$ cat src/rtl/adder_sum_accumulator.sv
// Accumulates COUNT unsigned adder sums into one saturating ACC_WIDTH total,
// with valid/ready handshakes on both the sample input and the batch output.
module adder_sum_accumulator #(
    parameter int unsigned DATA_WIDTH = 8,
    parameter int unsigned COUNT      = 4,
    parameter int unsigned ACC_WIDTH  = 11
) (
    input  logic                  clk,
    input  logic                  rst,
    input  logic                  clear,
    input  logic                  in_valid,
    output logic                  in_ready,
    input  logic [DATA_WIDTH:0]   result_in,
    output logic                  out_valid,
    input  logic                  out_ready,
    output logic [ACC_WIDTH-1:0]  acc_out,
    output logic                  overflow,
    output logic [7:0]            sample_count
);

    localparam int unsigned SUM_W = ACC_WIDTH + 1;
    localparam int unsigned CNT_W = 8;

    typedef enum logic [1:0] {
        IDLE  = 2'd0,
        ACCUM = 2'd1,
        DONE  = 2'd2
    } state_t;

    state_t               state;
    logic                 accept_c;
    logic                 last_sample_c;
    logic [SUM_W-1:0]     sum_c;

    // Ready depends only on state, clear and reset so it never loops through in_valid.
    assign in_ready      = !rst && !clear && (state != DONE);
    assign accept_c      = in_valid && in_ready;
    assign last_sample_c = (sample_count == CNT_W'(COUNT - 1));
    assign sum_c         = {1'b0, acc_out} + SUM_W'(result_in);

    always_ff @(posedge clk or posedge rst) begin
        if (rst) begin
            state        <= IDLE;
            acc_out      <= '0;
            overflow     <= 1'b0;
            sample_count <= '0;
            out_valid    <= 1'b0;
        end else if (clear) begin
            state        <= IDLE;
            acc_out      <= '0;
            overflow     <= 1'b0;
            sample_count <= '0;
            out_valid    <= 1'b0;
        end else begin
            case (state)
                IDLE: begin
                    if (accept_c) begin
                        acc_out      <= ACC_WIDTH'(result_in);
                        overflow     <= 1'b0;
                        sample_count <= CNT_W'(1);
                        state        <= ACCUM;
                    end
                end
                ACCUM: begin
                    if (accept_c) begin
                        // Overflow is sticky: once saturated the total stays pinned at all ones.
                        if (sum_c[ACC_WIDTH] || overflow) begin
                            acc_out  <= '1;
                            overflow <= 1'b1;
                        end else begin
                            acc_out  <= sum_c[ACC_WIDTH-1:0];
                        end
                        sample_count <= sample_count + CNT_W'(1);
                        if (last_sample_c) begin
                            state     <= DONE;
                            out_valid <= 1'b1;
                        end
                    end
                end
                DONE: begin
                    // acc_out/overflow survive the handshake until the next batch starts.
                    if (out_ready) begin
                        out_valid    <= 1'b0;
                        sample_count <= '0;
                        state        <= IDLE;
                    end
                end
                default: begin
                    state     <= IDLE;
                    out_valid <= 1'b0;
                end
            endcase
        end
    end

endmodule

$ cat config.mk
export PLATFORM = sky130hd
export DESIGN_NAME = adder_sum_accumulator
export DESIGN_NICKNAME = d
export VERILOG_FILES = /design/src/rtl/adder_sum_accumulator.sv
export SDC_FILE = /design/constraint.sdc
export NUM_CORES = 1
export LEC_CHECK = 0
export CAP_MARGIN = 20
export CORE_MARGIN = 2
export CORE_UTILIZATION = 52
export DETAILED_ROUTE_END_ITERATION = 7
export HOLD_SLACK_MARGIN = 0.12
export PLACE_DENSITY = 0.78
export SLEW_MARGIN = 25
export SYNTH_ARGS = -nofsm -noshare
export SYNTH_HDL_FRONTEND = slang
export SYNTH_SLANG_ARGS = --single-unit
export TNS_END_PERCENT = 1
$ cat constraint.sdc
create_clock -name clk -period 2.9 [get_ports clk]
set_input_delay 0.725 -clock clk [delete_from_list [all_inputs] [get_ports clk]]
set_output_delay 0.725 -clock clk [all_outputs]
set_load 0.03 [all_outputs]
==> out/metrics.json <==
{
  "run_status": {"value": "finished, final reports clean"},
  "synthesis.area": {"value": 1820, "unit": "um^2"},
  "clock-sinks": {"value": 23},
  "dominant_combinational_cell_family_by_area_after_synthesis": {"value": "simple AND/OR/NAND/NOR gates"},
  "ctsHtreeMaxLevel": {"value": 1},
  "p_total": {"value": 1.42, "unit": "mW"},
  "unrepaired_setup_endpoints_after_global_routing": {"value": "no"},
  "synth_cells": {"value": 210},
  "fraction_of_final_layout_cells_sized_beyond_drive_strength_1": {"value": 14.6, "unit": "%"},
  "filler_cell_count": {"value": 303},
  "grt_pass1_vias": {"value": 1760},
  "cts_resized": {"value": 0},
  "dpl.hpwl": {"value": 3730, "unit": "um"},
  "syn-num-nets": {"value": 239},
  "setup_tns": {"value": 0, "unit": "ps"},
  "synth.yosys.warnings": {"value": 0},
  "via_count": {"value": 1824},
  "regArea": {"value": 576, "unit": "um^2"},
  "whs_path_depth": {"value": 1},
  "antenna_violating_nets_post_route": {"value": 0},
  "report.final.slew_viol_count": {"value": 0},
  "worst_slack": {"value": 148, "unit": "ps"},
  "critPathCaptureType": {"value": "flop"},
  "finish.instance_area": {"value": 2410, "unit": "um^2"},
  "ys_seq_area_share": {"value": 31.6, "unit": "%"},
  "synth.distinct_cells": {"value": 51},
  "total_die_area": {"value": 3990, "unit": "um^2"},
  "io_pins": {"value": 36},
  "fp.dieW": {"value": 63.2, "unit": "um"},
  "cts.root.buffer_cell": {"value": "clkbuf_4"},
  "floorplan.die.height": {"value": 63.2, "unit": "um"},
  "postSynthRegisterBits": {"value": 23},
  "peakVddDrop": {"value": 0.334, "unit": "mV"},
  "worstHoldPathType": {"value": "flop to flop"},
  "ys_async_sr_fraction": {"value": 100, "unit": "%"},
  "start_util": {"value": 54.6, "unit": "%"},
  "finalClockSkew": {"value": 4.81, "unit": "ps"},
  "synth-compound-area-share": {"value": 24.7, "unit": "%"},
  "antenna_found_initial": {"value": 0},
  "initialDrtViolationCount": {"value": 123},
  "power_per_cell_area": {"value": 591, "unit": "nW/um^2"},
  "fp.coreArea": {"value": 3340, "unit": "um^2"},
  "cts_setup_buffers": {"value": 0},
  "grt_max_degree": {"value": 16},
  "power.static_leakage": {"value": 1.11, "unit": "nW"},
  "worst_pin_slew": {"value": 373, "unit": "ps"},
  "grt_pass1_wl": {"value": 8200, "unit": "um"},
  "num_antenna_cells": {"value": 0},
  "cts_made_buffers": {"value": 3},
  "clk_path_buf_depth": {"value": 2},
  "critPathMaxFanout": {"value": 2},
  "synthMuxAreaShare": {"value": 2.54, "unit": "%"},
  "dp_area": {"value": 2380, "unit": "um^2"},
  "finalNetCount": {"value": 297},
  "average_wire_length_per_cell_after_detail_routing": {"value": 15.2, "unit": "um"},
  "required_worst_endpoint": {"value": 3110, "unit": "ps"},
  "cts_tree": {"value": "yes"},
  "preCtsSetupSlack": {"value": -195, "unit": "ps"},
  "timing.slew.headroom": {"value": 74.9, "unit": "%"},
  "r2r_slack": {"value": 570, "unit": "ps"},
  "final_period_minus_worst_setup_slack": {"value": 2750, "unit": "ps"},
  "track_usage": {"value": 25.4, "unit": "%"},
  "timing.hold.ws": {"value": 516, "unit": "ps"},
  "place_congestion": {"value": 0.914},
  "final_core_utilization": {"value": 72.1, "unit": "%"},
  "wirelength": {"value": 4750, "unit": "um"},
  "areaGrowthSynthToFinish": {"value": 32.2, "unit": "%"},
  "cell_type_with_the_highest_aggregate_area_in_the_netlist": {"value": "dfrtp_1"},
  "total_drc_errors_in_the_routed_layout": {"value": 0},
  "cp.arrival": {"value": 2960, "unit": "ps"},
  "synth_edf_count": {"value": 0},
  "dp_cells": {"value": 309},
  "report.final.setup_viol": {"value": 0},
  "clk_transition_reported_paths": {"value": 140, "unit": "ps"},
  "period_share": {"value": 94.9, "unit": "%"},
  "synth_simple_gate_area_share": {"value": 24.9, "unit": "%"},
  "post_synth_main_area_contributors": {"value": "dfrtp_1, ha_1, nor2_1"},
  "rows": {"value": 21},
  "synth-xor-area-share": {"value": 2.41, "unit": "%"},
  "syn_avg_cell_area": {"value": 8.67, "unit": "um^2"},
  "synth-adder-area-share": {"value": 10.7, "unit": "%"},
  "cts_hold_buffers": {"value": 0},
  "drt_pass1_iterations": {"value": 4},
  "ys.flop_type": {"value": "dfrtp_1"},
  "worst-r2r-cell-count": {"value": 7},
  "fmax": {"value": 363, "unit": "MHz"},
  "gr-total-overflow": {"value": 0},
  "timing.setup.critical_path_class": {"value": "input port to flop"},
  "drv_cap": {"value": 0},
  "yosys.area.top_type_share": {"value": 31.6, "unit": "%"},
  "instances_no_fill": {"value": 313},
  "multi_input_comb_area": {"value": 1190, "unit": "um^2"},
  "report.final.hold_viol_count": {"value": 0},
  "startpoint_type": {"value": "input port"},
  "vias_per_cell": {"value": 5.83},
  "port_buffers": {"value": 35},
  "worstSkewPairLatency": {"value": 310, "unit": "ps"}
}
## worst paths after layout
kind                                       from              end
worst max-delay path               result_in[0]      acc_out[10]
worst min-delay path            sample_count[7]  sample_count[7]
worst max register to register       acc_out[0]      acc_out[10]
worst min register to register  sample_count[7]  sample_count[7]
max in group asynchronous                   rst       acc_out[5]
min in group asynchronous                   rst  sample_count[0]
## where the power goes
part / switching [mW] / internal (mW) / total, mW
Sequential: 0.0448 / 0.367 / 0.412
Clock: 0.104 / 0.0515 / 0.156
Combinational: 0.470 / 0.384 / 0.854
## state kept, by name, summed over array words and instances, names as in the netlist
name and count:
acc_out 11, sample_count 8, out_valid 1, state 2, overflow 1
## synthesized netlist by cell type, drive strengths merged (2+ instances only)
cell and n:
xor2 3, or2 3, o31ai 3, a311oi 2, a21o 4, nor2 20, a211oi 3, inv 8
ha 14, nand4 2, a221o 7, a21boi 2, clkbuf 3, buf 3, nor2b 5, mux2i 2
o21ai 14, o211ai 2, nand2b 4, and3 8, and2 3, nand3 10, or3 4, a21oi 16
mux2 2, nand2 19, and4 2, dfrtp 23, xnor2 2, nor3 3
## cells in the final DEF, fill, tap and decap left out, types with 2 or more instances in the layout
| cell | instances |
|---|---|
| a211oi_1 | 3 |
| a21boi_0 | 2 |
| a21o_1 | 4 |
| a21oi_1 | 14 |
| a21oi_2 | 2 |
| a221o_1 | 7 |
| and2_1 | 2 |
| and3_1 | 8 |
| and4_1 | 2 |
| buf_4 | 25 |
| clkbuf_4 | 3 |
| clkdlybuf4s50_1 | 34 |
| dfrtp_1 | 23 |
| ha_1 | 14 |
| inv_1 | 7 |
| mux2i_1 | 2 |
| nand2_1 | 19 |
| nand2b_1 | 4 |
| nand3_1 | 10 |
| nand4_1 | 2 |
| nor2_1 | 20 |
| nor2b_1 | 4 |
| nor3_1 | 3 |
| o211ai_1 | 2 |
| o21ai_0 | 10 |
| o21ai_1 | 4 |
| o31ai_1 | 3 |
| or2_1 | 3 |
| or3_1 | 4 |
| xnor2_1 | 2 |
| xor2_1 | 3 |
## final cells by class
class | count | share of cell area [%]
repair buffers | 59 | 21.9
multi-input cells | 173 | 49.4
flip-flops and latches | 23 | 23.9
well taps | 46 | 2.39
clock inverters | 1 | 0.208
clock buffers | 3 | 0.936
inverters | 8 | 1.25
## layer usage
metal	global-route usage (%)	wire length (um)
met1	36.9	2330
met5	0	0
met3	3.57	219
met4	6.79	55
met2	39.6	2150
## logic make-up (layout without fill, tap and decap cells)
| family | count (synthesis) | count (layout) |
|---|---|---|
| AOI/OAI and AO/OA | 62 | 62 |
| xor gates and xnor gates | 5 | 5 |
| adders and majority gates | 15 | 15 |
| buffers and inverters | 14 | 71 |
| DFF | 23 | 23 |
| muxes | 4 | 4 |
| and+or+nand+nor | 87 | 87 |
## critical path, stage by stage
cell	delay, ps
clkdlybuf4s50_1	420
ha_1	240
fa_1	390
a21o_1	190
a221oi_2	270
o221ai_1	160
and4b_1	220
a2111o_1	340
Power figures use the tool's default switching activity.
